<file path="config.mk">
export PLATFORM = sky130hd
export DESIGN_NAME = adder_pipe
export DESIGN_NICKNAME = d
export VERILOG_FILES = /design/src/rtl/adder_pkg.sv /design/src/rtl/adder_alu.sv /design/src/rtl/adder_pipe.sv
export SDC_FILE = /design/constraint.sdc
export NUM_CORES = 1
export LEC_CHECK = 0
export ABC_AREA = 1
export ABC_CLOCK_PERIOD_IN_PS = 2500
export CAP_MARGIN = 0
export CELL_PAD_IN_SITES_DETAIL_PLACEMENT = 1
export CELL_PAD_IN_SITES_GLOBAL_PLACEMENT = 1
export CORE_MARGIN = 3
export CORE_UTILIZATION = 40
export CTS_CLUSTER_DIAMETER = 120
export DETAILED_ROUTE_END_ITERATION = 16
export PLACE_DENSITY = 0.8
export SLEW_MARGIN = 20
export SYNTH_ARGS = -nofsm -noshare
export SYNTH_HDL_FRONTEND = slang
export SYNTH_SLANG_ARGS = --single-unit
</file>
<file path="constraint.sdc">
create_clock -name clk -period 2.5 [get_ports clk]
set_clock_uncertainty 0.05 [all_clocks]
set_input_delay 0.5 -clock clk [delete_from_list [all_inputs] [get_ports clk]]
set_output_delay 0.5 -clock clk [all_outputs]
set_load 0.01 [all_outputs]
</file>
<file path="src/rtl/adder_pkg.sv">
// Shared opcode encoding and pipeline constants for the pipelined add/sub/accumulate unit.
package adder_pkg;

  typedef enum logic [1:0] {
    OP_ADD = 2'b00,
    OP_SUB = 2'b01,
    OP_ACC = 2'b10,
    OP_CLR = 2'b11
  } op_e;

  localparam int PIPE_LATENCY = 2;

endpackage

</file>
<file path="src/rtl/adder_alu.sv">
// Combinational datapath: computes the stage-2 result, overflow flag and next accumulator value.
module adder_alu
  import adder_pkg::*;
#(
  parameter int WIDTH     = 4,
  parameter int ACC_WIDTH = 8,
  parameter int SATURATE  = 1
) (
  input  logic [WIDTH-1:0]     a,
  input  logic [WIDTH-1:0]     b,
  input  logic [1:0]           op,
  input  logic [ACC_WIDTH-1:0] acc,
  output logic [ACC_WIDTH-1:0] next_result,
  output logic [ACC_WIDTH-1:0] next_acc,
  output logic                 next_ovf
);

  if (ACC_WIDTH < WIDTH + 1) begin : g_bad_width
    $error("adder_alu: ACC_WIDTH must be at least WIDTH+1");
  end

  localparam int PAD = ACC_WIDTH - WIDTH;

  logic [ACC_WIDTH-1:0] a_ext;
  logic [ACC_WIDTH-1:0] b_ext;
  logic [ACC_WIDTH-1:0] diff;
  logic [ACC_WIDTH:0]   sum;

  assign a_ext = {{PAD{1'b0}}, a};
  assign b_ext = {{PAD{1'b0}}, b};
  assign diff  = a_ext - b_ext;
  // One spare bit so the carry out of acc + a + b is visible as the overflow.
  assign sum   = {1'b0, acc} + {1'b0, a_ext} + {1'b0, b_ext};

  always_comb begin
    next_result = '0;
    next_acc    = acc;
    next_ovf    = 1'b0;
    case (op_e'(op))
      OP_ADD: next_result = a_ext + b_ext;
      OP_SUB: begin
        next_result = diff;
        if (a < b) begin
          next_ovf = 1'b1;
          if (SATURATE != 0) next_result = '0;
        end
      end
      OP_ACC: begin
        next_acc = sum[ACC_WIDTH-1:0];
        if (sum[ACC_WIDTH]) begin
          next_ovf = 1'b1;
          if (SATURATE != 0) next_acc = '1;
        end
        next_result = next_acc;
      end
      OP_CLR: next_acc = '0;
      default: ;
    endcase
  end

endmodule

</file>
<file path="src/rtl/adder_pipe.sv">
// Two-stage valid/ready add/sub/accumulate pipeline; the accumulator commits only when stage 1 advances.
module adder_pipe
  import adder_pkg::*;
#(
  parameter int WIDTH     = 4,
  parameter int ACC_WIDTH = 8,
  parameter int SATURATE  = 1
) (
  input  logic                 clk,
  input  logic                 reset,
  input  logic                 in_valid,
  output logic                 in_ready,
  input  logic [WIDTH-1:0]     a,
  input  logic [WIDTH-1:0]     b,
  input  logic [1:0]           op,
  output logic                 out_valid,
  input  logic                 out_ready,
  output logic [ACC_WIDTH-1:0] result,
  output logic                 ovf
);

  localparam int STAGES = 2;
  if (STAGES != PIPE_LATENCY) begin : g_bad_latency
    $error("adder_pipe: stage count disagrees with PIPE_LATENCY");
  end

  logic                 s1_valid_q, s1_valid_d;
  logic [WIDTH-1:0]     a_q, a_d, b_q, b_d;
  logic [1:0]           op_q, op_d;
  logic                 out_valid_q, out_valid_d;
  logic [ACC_WIDTH-1:0] result_q, result_d;
  logic                 ovf_q, ovf_d;
  logic [ACC_WIDTH-1:0] acc_q, acc_d;

  logic                 s2_free, s1_adv, accept;
  logic [ACC_WIDTH-1:0] alu_result, alu_acc;
  logic                 alu_ovf;

  adder_alu #(
    .WIDTH    (WIDTH),
    .ACC_WIDTH(ACC_WIDTH),
    .SATURATE (SATURATE)
  ) u_alu (
    .a          (a_q),
    .b          (b_q),
    .op         (op_q),
    .acc        (acc_q),
    .next_result(alu_result),
    .next_acc   (alu_acc),
    .next_ovf   (alu_ovf)
  );

  assign s2_free  = !out_valid_q || out_ready;
  assign s1_adv   = s1_valid_q && s2_free;
  assign in_ready = !s1_valid_q || s1_adv;
  assign accept   = in_valid && in_ready;

  always_comb begin
    s1_valid_d  = s1_valid_q;
    a_d         = a_q;
    b_d         = b_q;
    op_d        = op_q;
    out_valid_d = out_valid_q;
    result_d    = result_q;
    ovf_d       = ovf_q;
    acc_d       = acc_q;

    if (accept) begin
      s1_valid_d = 1'b1;
      a_d        = a;
      b_d        = b;
      op_d       = op;
    end else if (s1_adv) begin
      s1_valid_d = 1'b0;
    end

    // A new beat advancing overrides the drain, so out_valid never bubbles under full throughput.
    if (s1_adv) begin
      out_valid_d = 1'b1;
      result_d    = alu_result;
      ovf_d       = alu_ovf;
      acc_d       = alu_acc;
    end else if (out_ready) begin
      out_valid_d = 1'b0;
    end
  end

  always_ff @(posedge clk or posedge reset) begin
    if (reset) begin
      s1_valid_q  <= 1'b0;
      a_q         <= '0;
      b_q         <= '0;
      op_q        <= '0;
      out_valid_q <= 1'b0;
      result_q    <= '0;
      ovf_q       <= 1'b0;
      acc_q       <= '0;
    end else begin
      s1_valid_q  <= s1_valid_d;
      a_q         <= a_d;
      b_q         <= b_d;
      op_q        <= op_d;
      out_valid_q <= out_valid_d;
      result_q    <= result_d;
      ovf_q       <= ovf_d;
      acc_q       <= acc_d;
    end
  end

  assign out_valid = out_valid_q;
  assign result    = result_q;
  assign ovf       = ovf_q;

endmodule

</file>
==> results.json <==
{
  "fin_setup_tns_ns": 0,
  "crit_type": "reg2reg",
  "ir_drop_mv": 0.392,
  "synth_nets": 291,
  "h-tree-depth": 2,
  "syn_inst": 253,
  "fin_nets": 322,
  "dpl.hpwl_um": 3890,
  "grt_first_pass_wirelength_um": 8620,
  "yosys.area_share.simple_pct": 28.0,
  "grt_max_degree": 30,
  "synthFlopType": "dfrtp_1",
  "io_buffers": 24,
  "min-delay-start": "result[6]",
  "timing.final.hold_violations": 0,
  "layout_min_cycle_time_ns": 2.33,
  "r2r_start": "b_q[1]",
  "synth_cell_type_count": 30,
  "synthArstFlopShare_pct": 100,
  "clk_pin_slew_worst_paths_ns": 0.07,
  "drt_iter0_drc": 37,
  "netlist_area_um2": 2000,
  "antenna_found_initial": 0,
  "hold_path_depth": 2,
  "status": "completed",
  "drv_cap": 0,
  "cp-start-kind": "flop",
  "syn-mean-instance-area_um2": 7.91,
  "arrival_ns": 2.46,
  "ys_warn_count": 0,
  "die_area_um2": 5890,
  "initial_utilization_pct": 41.8,
  "syn2layout_area_growth_pct": 20.9,
  "synth_compound_area_share_pct": 6.94,
  "end_kind": "flop",
  "fmax_mhz": 429,
  "fill_cells": 610,
  "rsz0062_at_grt": "false",
  "cts_buffer_depth": 2,
  "synth_top_family_by_area": "simple AND/OR/NAND/NOR gates",
  "min_to": "result[6]",
  "final_util_pct": 50.5,
  "place_congestion": 0.817,
  "dieWidth_um": 76.7,
  "reg2regPathDepth": 11,
  "ys_seq_area_share_pct": 36.3,
  "worst_slew_pin_slew_ns": 0.496,
  "drive_gt1_share_pct": 10.2,
  "core_um2": 4790,
  "synth_mux_area_share_pct": 1.13,
  "insertion_delay_ns": 0.28,
  "num_antenna_cells": 0,
  "cp_max_fo": 3,
  "die_h_um": 76.7,
  "vias": 1700,
  "dp_slack_ns": 0.119,
  "grt_overflow": 0,
  "vias_per_cell": 4.83,
  "cts_buffers": 5,
  "clock-sinks": 29,
  "setup_slack_ns": 0.168,
  "grt_use_total_pct": 18.3,
  "maxSlewViolCount": 0,
  "period_share_pct": 93.3,
  "antenna_left": 0,
  "rr_endpoint": "result[5]",
  "synth_edf_count": 0,
  "drt_pass1_iterations": 4,
  "remaining_drc_errors": 0,
  "synth_xor_area_share_pct": 0.876,
  "cts_tree": "yes",
  "setup_violations": 0,
  "final_cell_area_um2": 2420,
  "relSlewSlack_pct": 66.8,
  "crit_required_ns": 2.63,
  "powerDensity_nw_per_um2": 950,
  "dpl_cell_area_um2": 2330,
  "r2r_slack_ns": 0.17,
  "wire_per_inst_um": 14.0,
  "routed_wl_um": 4920,
  "synthAdderAreaFrac_pct": 17.6,
  "synth_seq_cells": 29,
  "grt_pass1_vias": 1814,
  "holdCritPathClass": "reg2reg",
  "pin_count": 25,
  "cts-root-buf": "clkbuf_8",
  "rows": 25,
  "p_leak_nw": 1.26
}
==> kinds of logic (layout without fill, tap and decap cells) <==
group,count (synthesis),in the layout
fa+ha+maj,24,24
compound gates,25,25
mux,2,2
xor+xnor,2,2
flops,29,29
simple gates,125,125
buf+inv,46,78
==> worst max-delay path, stage by stage (launching register included) <==
cell     delay [ns]
dfrtp_1        0.42
fa_1           0.48
ha_1           0.24
fa_1           0.40
nand3_1        0.12
nand2_1        0.10
nand2_1        0.07
nand2_1        0.05
nor2_2         0.11
o21ai_1        0.07
nand2_1        0.07
nand2_1        0.05
==> report_power, final <==
part           total (mW)  switching (mW)  leakage, nW  internal, mW
sequential          0.690          0.0989        0.363         0.591
clock               0.378           0.185       0.0450         0.192
combinational        1.23           0.709        0.857         0.521
total                2.30           0.993         1.26          1.30
==> synthesized netlist by cell type (all sizes together) (2+ instances only) <==
| library cell | count | area share [%] |
|---|---|---|
| mux2 | 2 | 1.1 |
| nand4 | 4 | 1.6 |
| inv | 41 | 7.8 |
| dfrtp | 29 | 36 |
| o22ai | 2 | 0.63 |
| buf | 2 | 0.63 |
| nor2 | 13 | 2.6 |
| nand3 | 24 | 6.5 |
| o21ai | 11 | 2.8 |
| a21oi | 12 | 3.6 |
| clkbuf | 2 | 0.44 |
| nand2 | 81 | 16 |
| ha | 17 | 11 |
| fa | 7 | 7.0 |
==> final cells by class <==
cell class	count	area, µm²	share of cell area [%]
Clock buffer	6	72.6	3.00
Clock inverter	2	10.0	0.414
Inverter	42	161	6.67
Multi-Input combinational cell	178	1090	45.3
Sequential cell	29	726	30.0
Tap cell	67	83.8	3.47
Timing Repair Buffer	28	270	11.2
==> cells in the final DEF, fill, tap and decap left out, types with 4 or more instances in the layout <==
cell type and n:
o21ai_0 10, nand2_2 6, nand3_1 22, buf_4 4
fa_1 7, nand2_1 74, a21oi_1 11, inv_1 40
dfrtp_1 29, ha_1 17, nor2_1 11, clkdlybuf4s50_1 24
clkbuf_8 5
==> per-stage QoR <==
stage,std cells,hold WS (ns),power [mW]
global placement,344,0.415,1.87
global route,352,0.464,2.54
finish,352,0.432,2.30
floorplan,253,0.465,1.54
CTS,352,0.437,2.32
detailed placement,344,0.419,1.93
==> worst max-delay path by stage <==
stage                      to  startpoint  cells past startpoint  slack [ns]
floorplan           result[5]      a_q[1]                     11        0.25
global placement    result[5]      a_q[1]                     11        0.22
detailed placement  result[5]      a_q[1]                     11        0.12
CTS                 result[5]      b_q[1]                     11        0.13
global route        result[5]      b_q[1]                     11       0.002
finish              result[5]      b_q[1]                     11        0.17
==> state kept, by name (all words and copies together) (netlist names) <==
register,cells
acc_q,8
result,8
a_q,4
b_q,4
op_q,2
out_valid,1
ovf,1
s1_valid_q,1
==> layer usage <==
layer  wire (µm)  part of all wire (%)  vias up  global-route usage (%)
met4          61                   1.2        0                    4.35
met5           0                     0        -                       0
li1            -                     -      852                       -
met3         119                   2.4        6                    3.17
met2        2450                    50       21                    31.0
met1        2290                    46      821                    24.3
==> repair_timing <==
action | CTS | global route
setup buffers | 0 | 0
hold endpoints to repair | 0 | 0
endpoints found under the setup margin | 0 | 1
gates resized for setup | 0 | 1
hold buffers | 0 | 0
(Power assumes the default switching activity.)
==> RTL edit, RTL diff (config.mk and constraints unchanged) <==
`SATURATE` is set to 1 in 2 places; all go to 0.
--- a/src/rtl/adder_alu.sv
+++ b/src/rtl/adder_alu.sv
@@ -6,3 +6,3 @@
   parameter int ACC_WIDTH = 8,
-  parameter int SATURATE  = 1
+  parameter int SATURATE  = 0
 ) (
--- a/src/rtl/adder_pipe.sv
+++ b/src/rtl/adder_pipe.sv
@@ -6,3 +6,3 @@
   parameter int ACC_WIDTH = 8,
-  parameter int SATURATE  = 1
+  parameter int SATURATE  = 0
 ) (
Function: changed (Yosys sat finds a counterexample within 4 cycles, from zero or initial values and one cycle with reset high).
==> RTL edit against the unedited design <==
Routed wire length down 5.7%. Largest power group unchanged. Largest cell class unchanged. Critical endpoint is now result[7]. Power fell by 0.77%. Final area down 5.1%. Utilization increased by 0.75 points. Sequential cell count unchanged. Final cell count shrank 13%. Area after synthesis down 4.8%. Global-route usage about the same. Highest routed layer unchanged. Setup slack worse by 1.1 ps.
==> RTL edit: results (changes against the unedited design) <==
Status = complete, no violations
Min-Delay Startpoint = result[5]
Async S/R FF share, synth = 100% (unchanged)
Dominant cells by area after synthesis = dfrtp_1, ha_1, nand2_1
Root buf cell = clkbuf_8
Fin crit share = 93.3% (about the same)
Critical path's top delay family = adder cells
Crit-path max FO = 3 (unchanged)
Switching power = 967 µW (-2.7%)
Worst r2r src = acc_q[1]
Post-synth cell types = 28 (-6.7%)
Via density = 5.08 (+5.2%)
CTS H-tree depth = 2 (unchanged)
Vias in the first global route = 1,604 (-12%)
Drt pass-1 iters = 4 (unchanged)
Setup crit end = result[7]
Worst min path class = reg2reg
Leak = 1.15 nW (-9.2%)
Top post-synthesis cells by count = nand2_1, inv_1, dfrtp_1, nand3_1, ha_1
Total CTS buffers = 5 (unchanged)
PortBufs = 24 (unchanged)
Least-Margin Pin Slew = 384 ps (-111 ps)
Post-DR wirelength/cell = 15.2 µm (+8.8%)
Fin nets = 290 (-9.9%)
Total GRT Usage = 18.3% (about the same)
Post-synthesis sequential area ratio = 38.1% (+1.8 points)
Largest net degree at the start of global routing = 30 (unchanged)
DP Wirelength = 3.63 mm (-6.5%)
CP arrival = 2470 ps
First-pass GRT wire length = 7.65 mm (-11%)
Clock Pin Slew Worst Setup and Hold Paths = 70 ps (about the same)
Antenna Cells = 0 (unchanged)
Starting DRT DRC Count = 37 (unchanged)
Max IR drop VDD = 0.000416 V (+6.2%)
Slowest CP cell = fa_1
Worst-skew pair later-pin latency = 290 ps
Synth warn = 0 (unchanged)
Share of cells above drive strength 1 = 11.9% (+1.7 points)
R2r setup slk = 170 ps
Dpl ws = 67.2 ps (-52.1 ps)
Internal cell power = 1.31 mW (+0.67%)
CP startpoint kind = register
Worst hold path depth = 2 (unchanged)
Sequential power = 721 µW (+4.5%)
Reg2reg path depth = 11 (unchanged)
Largest stage delay, worst path = 560 ps (+80 ps)
P_comb = 1.16 mW (-6%)
Initial antenna violation count = 0 (unchanged)
Clk buf depth = 2 (unchanged)
Synth Net Count = 260 (-11%)
Gpl congestion = 0.876 (+7.1%)
==> RTL edit: worst min-delay path by stage <==
stage                endpoint  slack, ps
finish              result[5]        440
global placement    result[6]        410
CTS                 result[5]        440
floorplan            acc_q[4]        410
detailed placement        ovf        420
global route        result[5]        470
==> RTL edit: final cells by class <==
class                   count  area, µm²
clock buffers               5       68.8
fillers                   535       2180
inverters                  34        128
well taps                  52       65.1
multi-input cells         155       1030
repair buffers             27        263
flip-flops and latches     29        726
clock inverters             3       17.5
==> RTL edit: kinds of logic (layout without fill, tap and decap cells) <==
kind of cell    count (synthesis)  in the layout  synth area share, %
fa+ha+maj                      24             24                 18.5
xor+xnor                        1              1                0.460
simple gates                   96             96                 22.8
flops                          29             29                 38.1
mux                             3              3                 1.77
compound gates                 31             31                 9.85
buf+inv                        38             69                 8.54
==> RTL edit: routing by layer <==
metal / global-route usage (%) / share of wire, % / vias up
li1: - / - / 768
met1: 24.0 / 47 / 742
met2: 30.2 / 49 / 29
met3: 4.14 / 3.6 / 11
met4: 5.14 / 1.3 / 0
met5: 0 / 0 / -
==> RTL edit: stage by stage <==
| stage | instances | hold WS [ps] | util, % | cell area, µm² |
|---|---|---|---|---|
| after global placement | 296 | 415 | 49.0 | 2190 |
| after floorplan | 222 | 409 | - | 1910 |
| after CTS | 304 | 440 | 50.9 | 2280 |
| after detailed placement | 296 | 421 | 49.0 | 2190 |
| final | 305 | 436 | 51.3 | 2290 |
| after global routing | 305 | 469 | 51.3 | 2290 |
==> RTL edit: timing repair <==
action	CTS	global route
endpoints found under the setup margin	0	4
gates resized for setup	0	4
hold endpoints to repair	0	0
setup buffers	0	1
